$ cat config.mk
export PLATFORM = sky130hd
export DESIGN_NAME = uart_tx_arbiter
export DESIGN_NICKNAME = d
export VERILOG_FILES = /design/src/rtl/uart_pkg.sv /design/src/rtl/uart_tx_arbiter_rr_pick.sv /design/src/rtl/uart_tx_arbiter.sv
export SDC_FILE = /design/constraint.sdc
export NUM_CORES = 1
export LEC_CHECK = 0
export CORE_MARGIN = 4
export CORE_UTILIZATION = 42
export DETAILED_ROUTE_END_ITERATION = 8
export PLACE_DENSITY = 0.75
export SETUP_SLACK_MARGIN = 0.4
export SYNTH_ARGS = -nofsm -noshare
export SYNTH_HDL_FRONTEND = slang
export SYNTH_HIERARCHICAL = 1
export SYNTH_SLANG_ARGS = --single-unit
export TNS_END_PERCENT = 20
$ cat constraint.sdc
create_clock -name clk_i -period 2.38 [get_ports clk_i]
set_input_delay 0.357 -clock clk_i [delete_from_list [all_inputs] [get_ports clk_i]]
set_output_delay 0.357 -clock clk_i [all_outputs]
set_load 0.05 [all_outputs]
$ cat src/rtl/uart_pkg.sv
// rtl/uart_pkg.sv - shared UART definitions: arbiter state encodings and default byte width
//
// Used by uart_tx_arbiter and rr_pick. The UART TX and RX blocks use the same definitions.
package uart_pkg;

  localparam int UART_DATA_W = 8;

  typedef enum logic [1:0] {
    sIDLE  = 2'b00,
    sSTART = 2'b01,
    sWAIT  = 2'b10
  } arb_state_e;

endpackage

$ cat src/rtl/uart_tx_arbiter_rr_pick.sv
// rtl/uart_tx_arbiter_rr_pick.sv - combinational round-robin winner search
//
// Ports:
//   req    in  N_REQ  request vector
//   ptr    in  IDX_W  first index to consider
//   valid  out 1      at least one request is set
//   idx    out IDX_W  first set request at or after ptr, wrapping modulo N_REQ
module rr_pick
  import uart_pkg::*;
#(
  parameter int N_REQ = 4,
  parameter int IDX_W = 2
) (
  input  logic [N_REQ-1:0] req,
  input  logic [IDX_W-1:0] ptr,
  output logic             valid,
  output logic [IDX_W-1:0] idx
);

  localparam logic [IDX_W:0] N_W = (IDX_W+1)'(N_REQ);

  logic [IDX_W:0]   sum;
  logic [IDX_W-1:0] cand;

  // One extra bit of headroom so ptr+i never overflows before the wrap.
  // The wrap is a compare-and-subtract, so N_REQ need not be a power of 2.
  always_comb begin
    valid = 1'b0;
    idx   = '0;
    sum   = '0;
    cand  = '0;
    for (int i = 0; i < N_REQ; i++) begin
      sum = {1'b0, ptr} + (IDX_W+1)'(i);
      if (sum >= N_W) begin
        sum = sum - N_W;
      end
      cand = sum[IDX_W-1:0];
      if (!valid && req[cand]) begin
        valid = 1'b1;
        idx   = cand;
      end
    end
  end

endmodule

$ cat src/rtl/uart_tx_arbiter.sv
// rtl/uart_tx_arbiter.sv - round-robin arbiter sharing one UART transmitter between N_REQ producers
//
// Ports:
//   clk_i          in  1             clock, rising edge
//   rstb_i         in  1             synchronous active-low reset
//   req_i          in  N_REQ         request levels, held until acked
//   data_i         in  N_REQ*DATA_W  packed bytes, requester k at [k*DATA_W +: DATA_W]
//   ack_o          out N_REQ         one-cycle ack to the granted requester
//   tx_start_o     out 1             one-cycle start strobe to the transmitter
//   tx_data_o      out DATA_W        latched byte of the current grant
//   tx_busy_i      in  1             transmitter busy level
//   tx_done_i      in  1             transmitter frame-complete pulse
//   grant_idx_o    out IDX_W         current or most recent grant index
//   busy_o         out 1             arbiter not idle
//   err_timeout_o  out 1             one-cycle pulse when the watchdog aborts a grant
module uart_tx_arbiter
  import uart_pkg::*;
#(
  parameter int N_REQ       = 4,
  parameter int DATA_W      = UART_DATA_W,
  parameter int IDX_W       = 2,
  parameter int TIMEOUT_CYC = 4096
) (
  input  logic                    clk_i,
  input  logic                    rstb_i,
  input  logic [N_REQ-1:0]        req_i,
  input  logic [N_REQ*DATA_W-1:0] data_i,
  output logic [N_REQ-1:0]        ack_o,
  output logic                    tx_start_o,
  output logic [DATA_W-1:0]       tx_data_o,
  input  logic                    tx_busy_i,
  input  logic                    tx_done_i,
  output logic [IDX_W-1:0]        grant_idx_o,
  output logic                    busy_o,
  output logic                    err_timeout_o
);

  localparam int               WD_W     = $clog2(TIMEOUT_CYC) + 1;
  localparam logic [WD_W-1:0]  WD_LAST  = WD_W'(TIMEOUT_CYC - 1);
  localparam logic [IDX_W-1:0] IDX_LAST = IDX_W'(N_REQ - 1);
  localparam logic [N_REQ-1:0] ONE_HOT0 = N_REQ'(1);

  arb_state_e       state;
  logic [IDX_W-1:0] rr_ptr;
  logic [WD_W-1:0]  wdog;
  logic [WD_W-1:0]  wdog_nxt;
  logic [IDX_W-1:0] ptr_after;
  logic             pick_valid;
  logic [IDX_W-1:0] pick_idx;

  rr_pick #(
    .N_REQ (N_REQ),
    .IDX_W (IDX_W)
  ) u_rr_pick (
    .req   (req_i),
    .ptr   (rr_ptr),
    .valid (pick_valid),
    .idx   (pick_idx)
  );

  // The abort fires when the count is about to reach TIMEOUT_CYC-1, so
  // err_timeout_o lands TIMEOUT_CYC cycles after the start strobe.
  assign wdog_nxt  = wdog + 1'b1;
  assign ptr_after = (grant_idx_o == IDX_LAST) ? '0 : grant_idx_o + 1'b1;

  always_ff @(posedge clk_i) begin
    if (!rstb_i) begin
      state         <= sIDLE;
      rr_ptr        <= '0;
      wdog          <= '0;
      grant_idx_o   <= '0;
      tx_data_o     <= '0;
      ack_o         <= '0;
      tx_start_o    <= 1'b0;
      busy_o        <= 1'b0;
      err_timeout_o <= 1'b0;
    end else begin
      ack_o         <= '0;
      tx_start_o    <= 1'b0;
      err_timeout_o <= 1'b0;
      case (state)
        sIDLE: begin
          if (pick_valid && !tx_busy_i) begin
            grant_idx_o <= pick_idx;
            tx_data_o   <= data_i[pick_idx*DATA_W +: DATA_W];
            ack_o       <= ONE_HOT0 << pick_idx;
            tx_start_o  <= 1'b1;
            busy_o      <= 1'b1;
            state       <= sSTART;
          end
        end
        sSTART: begin
          // tx_done_i here belongs to an earlier frame and is ignored.
          wdog  <= '0;
          state <= sWAIT;
        end
        sWAIT: begin
          if (tx_done_i) begin
            rr_ptr <= ptr_after;
            busy_o <= 1'b0;
            state  <= sIDLE;
          end else if (wdog_nxt == WD_LAST) begin
            err_timeout_o <= 1'b1;
            rr_ptr        <= ptr_after;
            busy_o        <= 1'b0;
            state         <= sIDLE;
          end else begin
            wdog <= wdog_nxt;
          end
        end
        default: begin
          busy_o <= 1'b0;
          state  <= sIDLE;
        end
      endcase
    end
  end

endmodule

==> out/qor.yml, run 1 <==
run_status:
  outcome: "complete, no violations"
setup_path:
  max_stage_delay_ns: 0.37
  regToRegSetupSlack_ns: 0.23
  crit_arrival_ns: 2.37
  cp-start-kind: "flip-flop"
  worstPathCellList: "ha_4, buf_4, and3_4, a32oi_2, o32ai_4, a31oi_4, buf_2, a21bo_2, a21oi_1"
  crit_fanout: 6
  setup.worst_path.end_class: "flip-flop"
  path_buf_inv: 2
  required_ns: 2.60
  worst_r2r_endpoint: "wdog[10]"
  criticalPathCategory: "flip-flop to flip-flop"
  r2r_cells: 9
  reg2reg_from: "wdog[1]"
  cp_slowest_cell: "dfxtp_4"
  crit_family: "compound AO/OA/AOI/OAI gates"
die:
  design.core.area_mm2: 0.00438
  die_y_um: 75.5
  rows: 24
  floorplan.initialDensity_pct: 43.6
  die_x_um: 75.5
  dieArea_mm2: 0.00570
  pin_count: 57
synthesis:
  synth_cell_types: 45
  synth.top_cells.by_area: "dfxtp_1 (36%), mux4_2 (9.4%), a21oi_1 (6.8%), nand2_1 (6.3%), nand3b_1 (3.5%)"
  synth_cells: 221
  avgSynthCellArea_um2: 8.66
  yosys_warnings: 6
  synth-seq-cells: 34
  async_flop_share_pct: 0
  synth.top_cell.area_share_pct: 35.6
  syn-cell-area_mm2: 0.00191
  synth_top_cell_by_area: "dfxtp_1"
  synth_seq_area_share_pct: 35.6
  synth_edf_count: 0
  netlist_top_cells_count: "dfxtp_1 (34), nand2_1 (32), a21oi_1 (26)"
  syn-num-nets: 264
  synth_ff_type: "dfxtp_1"
  synth.most_common_cell: "dfxtp_1"
sta:
  fin_worst_skew_ns: 0.00863
  maxSlewHeadroom_pct: 59.5
  hold_viol_final: 0
  slew_viol_final: 0
  tightest_slew_ns: 0.608
  finalCritPeriodShare_pct: 90.5
  timing.fmax_mhz: 464
  finalSetupViolCount: 0
  rsz0062_at_grt: "yes"
  holdWs_ns: 0.462
  min_period_ns: 2.15
worst_hold_path:
  hold_path.class: "flip-flop to flip-flop"
  hold_end: "tx_data_o[7]"
  whs_path_depth: 2
  worstHoldStart: "tx_data_o[7]"
routing:
  vias: 1957
  final_antenna_net_count: 0
  via_per_inst: 5.56
  drt_iter0_drc: 82
  drt_pass1_iterations: 4
  routedWlPerCell_um: 15.0
  drcViolationCount: 0
  drt_wl_total_um: 5280
place:
  place.gp.congestion: 0.832
  hpwl_um: 3710
  io_buffer_count: 56
global_route:
  track_usage_pct: 20.3
  grt_max_degree: 26
  grt_pass1_wl_um: 8740
  antenna_found_initial: 0
  grt_overflow_total: 0
  grt_pass1_vias: 1918
clock_network:
  cts_made_buffers: 5
  cts_tree: "done"
  root_buffer: "clkbuf_8"
  h-tree-depth: 2
  cts.clk_slew.worst_paths_ns: 0.07
  clkLatencyLatePin_ns: 0.29
  clock-sinks: 34
  clock_path_buffers: 2
  hold_buffers: 0
finish:
  layout-drive-gt1-share_pct: 22.7
  fin_nets: 342
  num_antenna_cells: 0
  area_growth_pct: 54.4
pwr:
  ir_drop_v: 0.000264
  totalPowerFinal_w: 0.00135
  power_density_mw_per_mm2: 457
  leakagePower_nw: 1.05
run:
  maxCapViolCount: 0
flip-flops by register name, summed over array words and instances, names as in the netlist:
register and cells:
ack_o 4, state 2, tx_data_o 8, err_timeout_o 1, tx_start_o 1, busy_o 1, wdog 13, grant_idx_o 2
rr_ptr 2
cell usage in the layout (no fill, tap or decap), drive strengths merged, types with 3 or more instances in the layout:
| cell | instances |
|---|---|
| nor2 | 9 |
| nand2 | 32 |
| nor3 | 5 |
| inv | 11 |
| nand3 | 11 |
| ha | 3 |
| buf | 26 |
| nand2b | 6 |
| clkbuf | 7 |
| nor3b | 3 |
| and2 | 3 |
| a31oi | 5 |
| o31ai | 3 |
| mux4 | 8 |
| clkdlybuf4s50 | 56 |
| dfxtp | 34 |
| nand3b | 9 |
| nor2b | 6 |
| o21ai | 7 |
| a21oi | 26 |
| and3 | 5 |
layer usage:
metal	GRT usage, %	wire length, um	up-vias
met2	31.6	2460	69
met5	0	0	-
li1	-	-	970
met4	8.93	100	0
met3	7.78	507	9
met1	24.9	2220	909
through the flow:
| stage | TNS, ns | setup slack, ns | utilization, % | std cells | cell area, um2 |
|---|---|---|---|---|---|
| finish | 0 | 0.226 | 67.4 | 352 | 2950 |
| global route | 0 | 0.112 | 67.4 | 352 | 2950 |
| CTS | 0 | 0.252 | 65.5 | 348 | 2870 |
| detailed placement | -0.0257 | -0.0100 | 60.8 | 335 | 2660 |
| global placement | 0 | 0.0454 | 60.8 | 335 | 2660 |
| floorplan | 0 | 0.312 | - | 221 | 1960 |
worst max-delay path by stage:
stage / start / to / slack [ns] / cells past startpoint
2_1_floorplan: wdog[3] / wdog[3] / 0.31 / 8
3_3_place_gp: req_i[1] / tx_data_o[0] / 0.05 / 8
3_5_place_dp: req_i[1] / tx_data_o[5] / -0.01 / 8
4_1_cts: wdog[1] / wdog[8] / 0.25 / 8
5_1_grt: wdog[3] / wdog[10] / 0.11 / 8
6_report: wdog[1] / wdog[10] / 0.23 / 9
timing repair:
item,in CTS,in global routing
endpoints found under the setup margin,25,26
pin swaps,6,8
setup buffers,4,3
gates resized for setup,17,7
gates cloned,1,1
power by group:
group	switching, W	internal, W
sequential	0.0000150	0.000585
combinational	0.000151	0.000152
clock	0.000212	0.000233
total	0.000378	0.000970
worst register-to-register path, cell delays in order, from the launching register on:
cell and delay [ns]:
dfxtp_4 0.37, ha_4 0.17, buf_4 0.14, and3_4 0.17, a32oi_2 0.24, o32ai_4 0.16
a31oi_4 0.29, buf_2 0.22, a21bo_2 0.23, a21oi_1 0.11
cells by family (layout without fill, tap and decap cells):
| group | after synthesis | count (layout) | synth area share, % |
|---|---|---|---|
| AOI/OAI and AO/OA | 56 | 56 | 19.9 |
| muxes | 8 | 8 | 9.42 |
| DFF | 34 | 34 | 35.6 |
| xor gates and xnor gates | 1 | 1 | 0.458 |
| and+or+nand+nor | 97 | 97 | 27.8 |
| buffers and inverters | 22 | 101 | 4.91 |
| adders and majority gates | 3 | 3 | 1.96 |
cell type report:
cell class	instances	area, um2
clock buffer	7	86.3
clock inverter	1	5.00
fill	350	1430
inverter	11	41.3
multi-input combinational	165	1280
sequential	34	702
tap	52	65.1
timing repair buffer	82	774
Note: power is estimated with default switching activity, not from simulation.
==> run 2: changes to the inputs <==
--- a/config.mk
+++ b/config.mk
@@ -5,10 +5,10 @@
 export SDC_FILE = /design/constraint.sdc
 export NUM_CORES = 1
 export LEC_CHECK = 0
-export CORE_MARGIN = 4
-export CORE_UTILIZATION = 42
+export ABC_AREA = 1
+export CORE_UTILIZATION = 44
 export DETAILED_ROUTE_END_ITERATION = 8
-export PLACE_DENSITY = 0.75
+export PLACE_DENSITY = 0.76
 export SETUP_SLACK_MARGIN = 0.4
 export SYNTH_ARGS = -nofsm -noshare
 export SYNTH_HDL_FRONTEND = slang
==> run 2 against run 1 <==
  * Setup slack gained 0.18 ns
  * Clock skew decreased by 0.0015 ns
  * Non-clock buffer count down 7
  * Utilization is 0.96 points higher
  * First-iteration DRC count increased by 70%
  * Clock-buffer cell count is 1 lower
  * Sequential share of layout area down 2.4 points
  * Combinational power rose by 76%
  * Largest cell class unchanged
  * Area after synthesis grew 14%
==> out/qor.yml, run 2 <==
finish:
  num_antenna_cells: 0  # unchanged
  final_common_cell: "nand2_1"
  largest_reg_flops: 13  # unchanged
  top_register: "wdog"
  fin_nets: 459  # +34%
  final_cell_mix: "nand2_1 (63), nor2_1 (52), clkdlybuf4s50_1 (52)"
  layout-drive-gt1-share_pct: 19.9  # -2.8 points
  area_growth_pct: 48.5
  largestRegisters: "wdog: 13 flops, tx_data_o: 8 flops, ack_o: 4 flops"
  nFillCells: 411  # +17%
synthesis:
  synth-seq-cells: 34  # unchanged
  syn-cell-area_mm2: 0.00219  # +14%
  async_flop_share_pct: 0  # unchanged
  synth_seq_area_share_pct: 31.1  # -4.5 points
  synth.most_common_cell: "nand2_1"
  yosys_warnings: 6  # unchanged
  synth_cells: 345  # +56%
  synth.top_cells.by_area: "dfxtp_1 (31%), nand2_1 (12%), nor2_1 (9.8%), inv_1 (6.7%), nand3_1 (6.4%)"
  syn-num-nets: 388  # +47%
  avgSynthCellArea_um2: 6.34  # -27%
  synth_edf_count: 0  # unchanged
  synth_ff_type: "dfxtp_1"
  netlist_top_cells_count: "nand2_1 (68), nor2_1 (57), inv_1 (39)"
  synth_top_cell_by_area: "dfxtp_1"
  synth.top_cell.area_share_pct: 31.1  # -4.5 points
  synth_cell_types: 28  # -38%
routing:
  drt_pass1_iterations: 4  # unchanged
  drt_iter0_drc: 139  # +70%
  drcViolationCount: 0  # unchanged
  via_per_inst: 5.25  # -5.6%
  final_antenna_net_count: 0  # unchanged
  drt_wl_total_um: 6290  # +19%
  routedWlPerCell_um: 13.0  # -13%
  vias: 2541  # +30%
clock_network:
  clock_path_buffers: 2  # unchanged
  h-tree-depth: 2  # unchanged
  clock-sinks: 34  # unchanged
  root_buffer: "clkbuf_8"
  clkLatencyLatePin_ns: 0.30  # about the same
  cts.clk_slew.worst_paths_ns: 0.07  # about the same
  cts_made_buffers: 5  # unchanged
  cts_tree: "done"
die:
  dieArea_mm2: 0.00526  # -7.7%
  die_x_um: 72.5  # -3.9%
  pin_count: 57  # unchanged
  floorplan.initialDensity_pct: 46.0  # +2.4 points
  die_y_um: 72.5  # -3.9%
  rows: 25  # +4.2%
  design.core.area_mm2: 0.00475  # +8.4%
pwr:
  power_frac_clock_pct: 36.8  # +3.7 points
  ir_drop_v: 0.000417  # +58%
  p_seq_share_pct: 33.9  # -11 points
  power_density_mw_per_mm2: 561  # +23%
  p_switching_w: 0.000552  # +46%
  leakagePower_nw: 1.37  # +31%
  sw_frac_of_total_pct: 30.3  # +2.2 points
  intPower_w: 0.00127  # +31%
  power_frac_comb_pct: 29.3  # +6.9 points
global_route:
  grt_pass1_vias: 2167  # +13%
  grt_overflow_total: 0  # unchanged
  antenna_found_initial: 0  # unchanged
  track_usage_pct: 22.8  # +2.5 points
  grt_max_degree: 24  # -7.7%
  grt_pass1_wl_um: 9400  # +7.6%
run_status:
  outcome: "complete, no violations"
sta:
  tns_ns: 0  # unchanged
  finalSetupViolCount: 0  # unchanged
  tightest_slew_ns: 0.580  # -0.0284 ns
  hold_viol_final: 0  # unchanged
  timing.fmax_mhz: 506  # +9.0%
  maxSlewHeadroom_pct: 61.2  # +1.8 points
  fin_worst_skew_ns: 0.00709  # -0.00154 ns
  holdWs_ns: 0.476  # +0.0142 ns
  min_period_ns: 1.98  # -0.179 ns
  slew_viol_final: 0  # unchanged
  finalCritPeriodShare_pct: 83.0  # -7.5 points
  rsz0062_at_grt: "no"
setup_path:
  reg2reg_from: "rr_ptr[0]"
  crit_fanout: 7  # +1
  setup.worst_path.end_class: "flip-flop"
  required_ns: 2.57  # -0.03 ns
  cp-startpoint: "rr_ptr[0]"
  crit_arrival_ns: 2.17  # -0.20 ns
  criticalPathCategory: "flip-flop to flip-flop"
  cp-start-kind: "flip-flop"
place:
  io_buffer_count: 56  # unchanged
  place.gp.congestion: 0.895  # +7.5%
  hpwl_um: 4190  # +13%
worst_hold_path:
  worstHoldStart: "busy_o"
  hold_path.class: "flip-flop to flip-flop"
run:
  maxCapViolCount: 0  # unchanged
## run 2: cell count changes after synthesis, moves of 14 or more
cell / before / now
nand4_1: 1 / 15
inv_1: 10 / 39
o21ai_0: 6 / 24
nor2_1: 9 / 57
nand3_1: 9 / 28
nand2_1: 32 / 68
## run 2: timing repair
item                       CTS  global route
pin swaps                    0            13
hold buffers                 0             0
gates cloned                 0             6
resized for setup            6            60
setup endpoints to repair   12            31
buffers inserted             2             3
## run 2: final cells by class
cell class / instances / area [um2] / area share [%]
multi-input cells: 258 / 1390 / 42.6
repair buffers: 75 / 769 / 23.7
flip-flops and latches: 34 / 693 / 21.3
inverters: 42 / 175 / 5.39
well taps: 67 / 83.8 / 2.58
clock buffers: 6 / 82.6 / 2.54
clock inverters: 2 / 60.1 / 1.85
## run 2: kinds of logic after synthesis
logic type      share of synthesized area (%)
compound gates                           13.2
xor+xnor                                0.400
fa+ha+maj                                1.72
buf+inv                                  10.3
flops                                    31.1
simple gates                             43.2
## run 2: path summary, 6_finish.rpt
kind | end | slack (ns) | cells after the start
max | tx_data_o[4] | 0.40 | 14
min | busy_o | 0.48 | 2
max reg2reg | tx_data_o[4] | 0.40 | 14
min reg2reg | busy_o | 0.48 | 2
## run 2: critical path, stage by stage, from the launching register on
cell and delay (ns):
dfxtp_4 0.37, buf_6 0.14, nand2_2 0.09, nand3_2 0.12, nand2_4 0.11, nor2_1 0.06
nor2_2 0.08, nand2_1 0.08, nand2_2 0.10, clkinv_4 0.12, clkbuf_16 0.18, nor2_1 0.10
o22ai_1 0.08, o21ai_0 0.18, inv_1 0.06
## run 2: power by group through the flow
stage / clock (W) / combinational, W / sequential (W)
5_1_grt: 0.000707 / 0.000570 / 0.000622
4_1_cts: 0.000677 / 0.000464 / 0.000620
2_1_floorplan: 0 / 0.000192 / 0.000717
3_5_place_dp: 0 / 0.000452 / 0.000632
3_3_place_gp: 0 / 0.000445 / 0.000633
6_report: 0.000671 / 0.000533 / 0.000619
## run 2: per-stage QoR
| step | power (W) | instances | util [%] | area [um2] | setup WS [ns] |
|---|---|---|---|---|---|
| after floorplan | 0.000909 | 345 | - | 2190 | 0.391 |
| after global placement | 0.00108 | 465 | 60.0 | 2850 | 0.0600 |
| after detailed placement | 0.00108 | 465 | 60.0 | 2850 | -0.0373 |
| after CTS | 0.00176 | 475 | 63.5 | 3020 | 0.429 |
| after global routing | 0.00190 | 484 | 68.3 | 3250 | 0.265 |
| final | 0.00182 | 484 | 68.3 | 3250 | 0.404 |
## run 2: layer usage
layer	routed length (um)	global-route usage (%)
met1	2600	27.1
met4	152	10.9
met3	495	5.83
met5	0	0
met2	3040	38.3
==> run 3: changes to the inputs <==
==> constraint.sdc (replaced) <==
create_clock -name clk_i -period 1.8 [get_ports clk_i]
set_input_delay 0.27 -clock clk_i [delete_from_list [all_inputs] [get_ports clk_i]]
set_output_delay 0.27 -clock clk_i [all_outputs]
set_load 0.05 [all_outputs]
==> run 3 against run 2 <==
  * The run now ends with negative setup slack left
  * Combinational power rose by 36%
  * Hold slack lost 0.0064 ns
  * Non-clock buffer count up 23
  * Sequential power grew 32%
  * Largest power group is now registers
==> out/qor.yml, run 3 (same netlist as run 2, synthesis figures left out) <==
finish:
  fin_nets: 482  # +5.0%
  top_register: "wdog"
  layout-drive-gt1-share_pct: 33.0  # +13 points
  area_growth_pct: 59.7
  largestRegisters: "wdog: 13 flops, tx_data_o: 8 flops, ack_o: 4 flops"
  largest_reg_flops: 13  # unchanged
  final_cell_mix: "nand2_1 (57), nor2_1 (51), buf_4 (39)"
  final_common_cell: "nand2_1"
  num_antenna_cells: 0  # unchanged
  fin_util_pct: 73.5  # +5.2 points
  design_area_mm2: 0.00350  # +7.6%
die:
  floorplan.initialDensity_pct: 46.0  # unchanged
  design.core.area_mm2: 0.00475  # unchanged
  die_y_um: 72.5  # unchanged
  rows: 25  # unchanged
  pin_count: 57  # unchanged
  dieArea_mm2: 0.00526  # unchanged
  die_x_um: 72.5  # unchanged
clock_network:
  clock-sinks: 34  # unchanged
  cts_made_buffers: 5  # unchanged
  h-tree-depth: 2  # unchanged
  cts.clk_slew.worst_paths_ns: 0.08  # about the same
  clkLatencyLatePin_ns: 0.29  # about the same
  clock_path_buffers: 2  # unchanged
  root_buffer: "clkbuf_8"
  cts_tree: "done"
sta:
  min_period_ns: 1.86  # -0.112 ns
  maxSlewHeadroom_pct: 60.4  # -0.76 points
  finalCritPeriodShare_pct: 104  # +21 points
  timing.fmax_mhz: 536  # +6.0%
  tightest_slew_ns: 0.593  # +0.0130 ns
  slew_viol_final: 0  # unchanged
  fin_worst_skew_ns: 0.0105  # +0.00346 ns
  holdWs_ns: 0.469  # -0.00644 ns
  worst_slack_ns: -0.0640  # -0.468 ns
  hold_viol_final: 0  # unchanged
  finalSetupViolCount: 26  # +26
  rsz0062_at_grt: "yes"
run:
  maxCapViolCount: 0  # unchanged
pwr:
  sw_frac_of_total_pct: 33.7  # +3.5 points
  totalPowerFinal_w: 0.00219  # +20%
  p_seq_share_pct: 37.5  # +3.6 points
  power_frac_clock_pct: 29.3  # -7.5 points
  power_frac_comb_pct: 33.2  # +3.9 points
  ir_drop_v: 0.000355  # -15%
  intPower_w: 0.00145  # +14%
  power_density_mw_per_mm2: 626  # +12%
  p_switching_w: 0.000738  # +34%
  leakagePower_nw: 1.53  # +11%
global_route:
  grt_overflow_total: 0  # unchanged
  grt_pass1_vias: 2388  # +10%
  grt_pass1_wl_um: 10400  # +10%
  grt_max_degree: 20  # -17%
  track_usage_pct: 25.0  # +2.2 points
  antenna_found_initial: 0  # unchanged
place:
  io_buffer_count: 56  # unchanged
  hpwl_um: 4290  # +2.4%
  place.gp.congestion: 0.929  # +3.9%
  pre_cts_ws_ns: -0.388  # -0.350 ns
  placed_area_mm2: 0.00308  # +8.1%
worst_hold_path:
  worstHoldStart: "busy_o"
  hold_path.class: "flip-flop to flip-flop"
setup_path:
  setup.worst_path.end_class: "flip-flop"
  criticalPathCategory: "flip-flop to flip-flop"
  cp-startpoint: "wdog[1]"
  cp-start-kind: "flip-flop"
  crit_arrival_ns: 2.04  # -0.13 ns
  crit_fanout: 12  # +5
  reg2reg_from: "wdog[1]"
  required_ns: 1.98  # -0.59 ns
routing:
  final_antenna_net_count: 0  # unchanged
  drt_pass1_iterations: 4  # unchanged
  drt_wl_total_um: 6470  # +2.9%
  routedWlPerCell_um: 12.8  # -1.8%
  drt_iter0_drc: 142  # +2.2%
  via_per_inst: 5.18  # -1.3%
  drcViolationCount: 0  # unchanged
  vias: 2627  # +3.4%
run_status:
  violations: "negative setup slack"
  outcome: "complete, but fails checks"
run 3: changes by cell type in the layout (fill, tap and decap cells not counted), moves of 5 or more:
cell             delta
clkdlybuf4s15_2     +7
a21oi_1             -5
clkdlybuf4s50_1    -14
nand3_2             +5
buf_4              +27
a21oi_2             +5
nand2_4             +6
nand2_1             -6
nand3_1             -6
run 3: worst max-delay path: stages (launching register included):
cell	delay [ns]
dfxtp_2	0.36
ha_4	0.16
nand2_4	0.07
nor2_4	0.15
a21oi_1	0.08
nor2_1	0.13
nand2_1	0.11
nor2_4	0.16
nand3_4	0.16
buf_6	0.20
nand4_1	0.10
a21oi_1	0.08
run 3: final cells by class:
cell class | count | area (um2)
clock buffers | 6 | 93.8
clock inverters | 2 | 10.0
fillers | 368 | 1260
inverters | 42 | 178
multi-input cells | 258 | 1520
flip-flops and latches | 34 | 694
well taps | 67 | 83.8
repair buffers | 98 | 913
run 3: final timing paths:
path / endpoint / slack [ns] / cells after the start
max: wdog[5] / -0.06 / 11
min: busy_o / 0.47 / 2
max reg2reg: wdog[5] / -0.06 / 11
min reg2reg: busy_o / 0.47 / 2
run 3: power by group through the flow:
stage / clock network, W / logic [W] / registers [W]
finish: 0.000642 / 0.000726 / 0.000820
global route: 0.000685 / 0.000782 / 0.000825
CTS: 0.000648 / 0.000672 / 0.000819
detailed placement: 0 / 0.000648 / 0.000835
global placement: 0 / 0.000641 / 0.000835
floorplan: 0 / 0.000279 / 0.000947
run 3: per-stage QoR:
stage	instances	TNS, ns
global route	507	-4.41
CTS	501	-0.159
floorplan	345	0
finish	507	-0.787
global placement	490	-5.12
detailed placement	490	-5.99
run 3: per-layer routing:
metal / share of wire [%] / GRT usage (%) / vias up
li1: - / - / 1315
met1: 41 / 28.2 / 1188
met2: 49 / 45.3 / 106
met3: 6.8 / 6.67 / 18
met4: 3.1 / 8.71 / 0
met5: 0 / 0 / -
run 3: what timing repair did:
item / in CTS / in global routing
pin swaps: 14 / 17
gates resized for setup: 77 / 46
hold buffers: 0 / 0
buffers inserted: 1 / 6
gates cloned: 2 / 0
setup endpoints to repair: 48 / 41
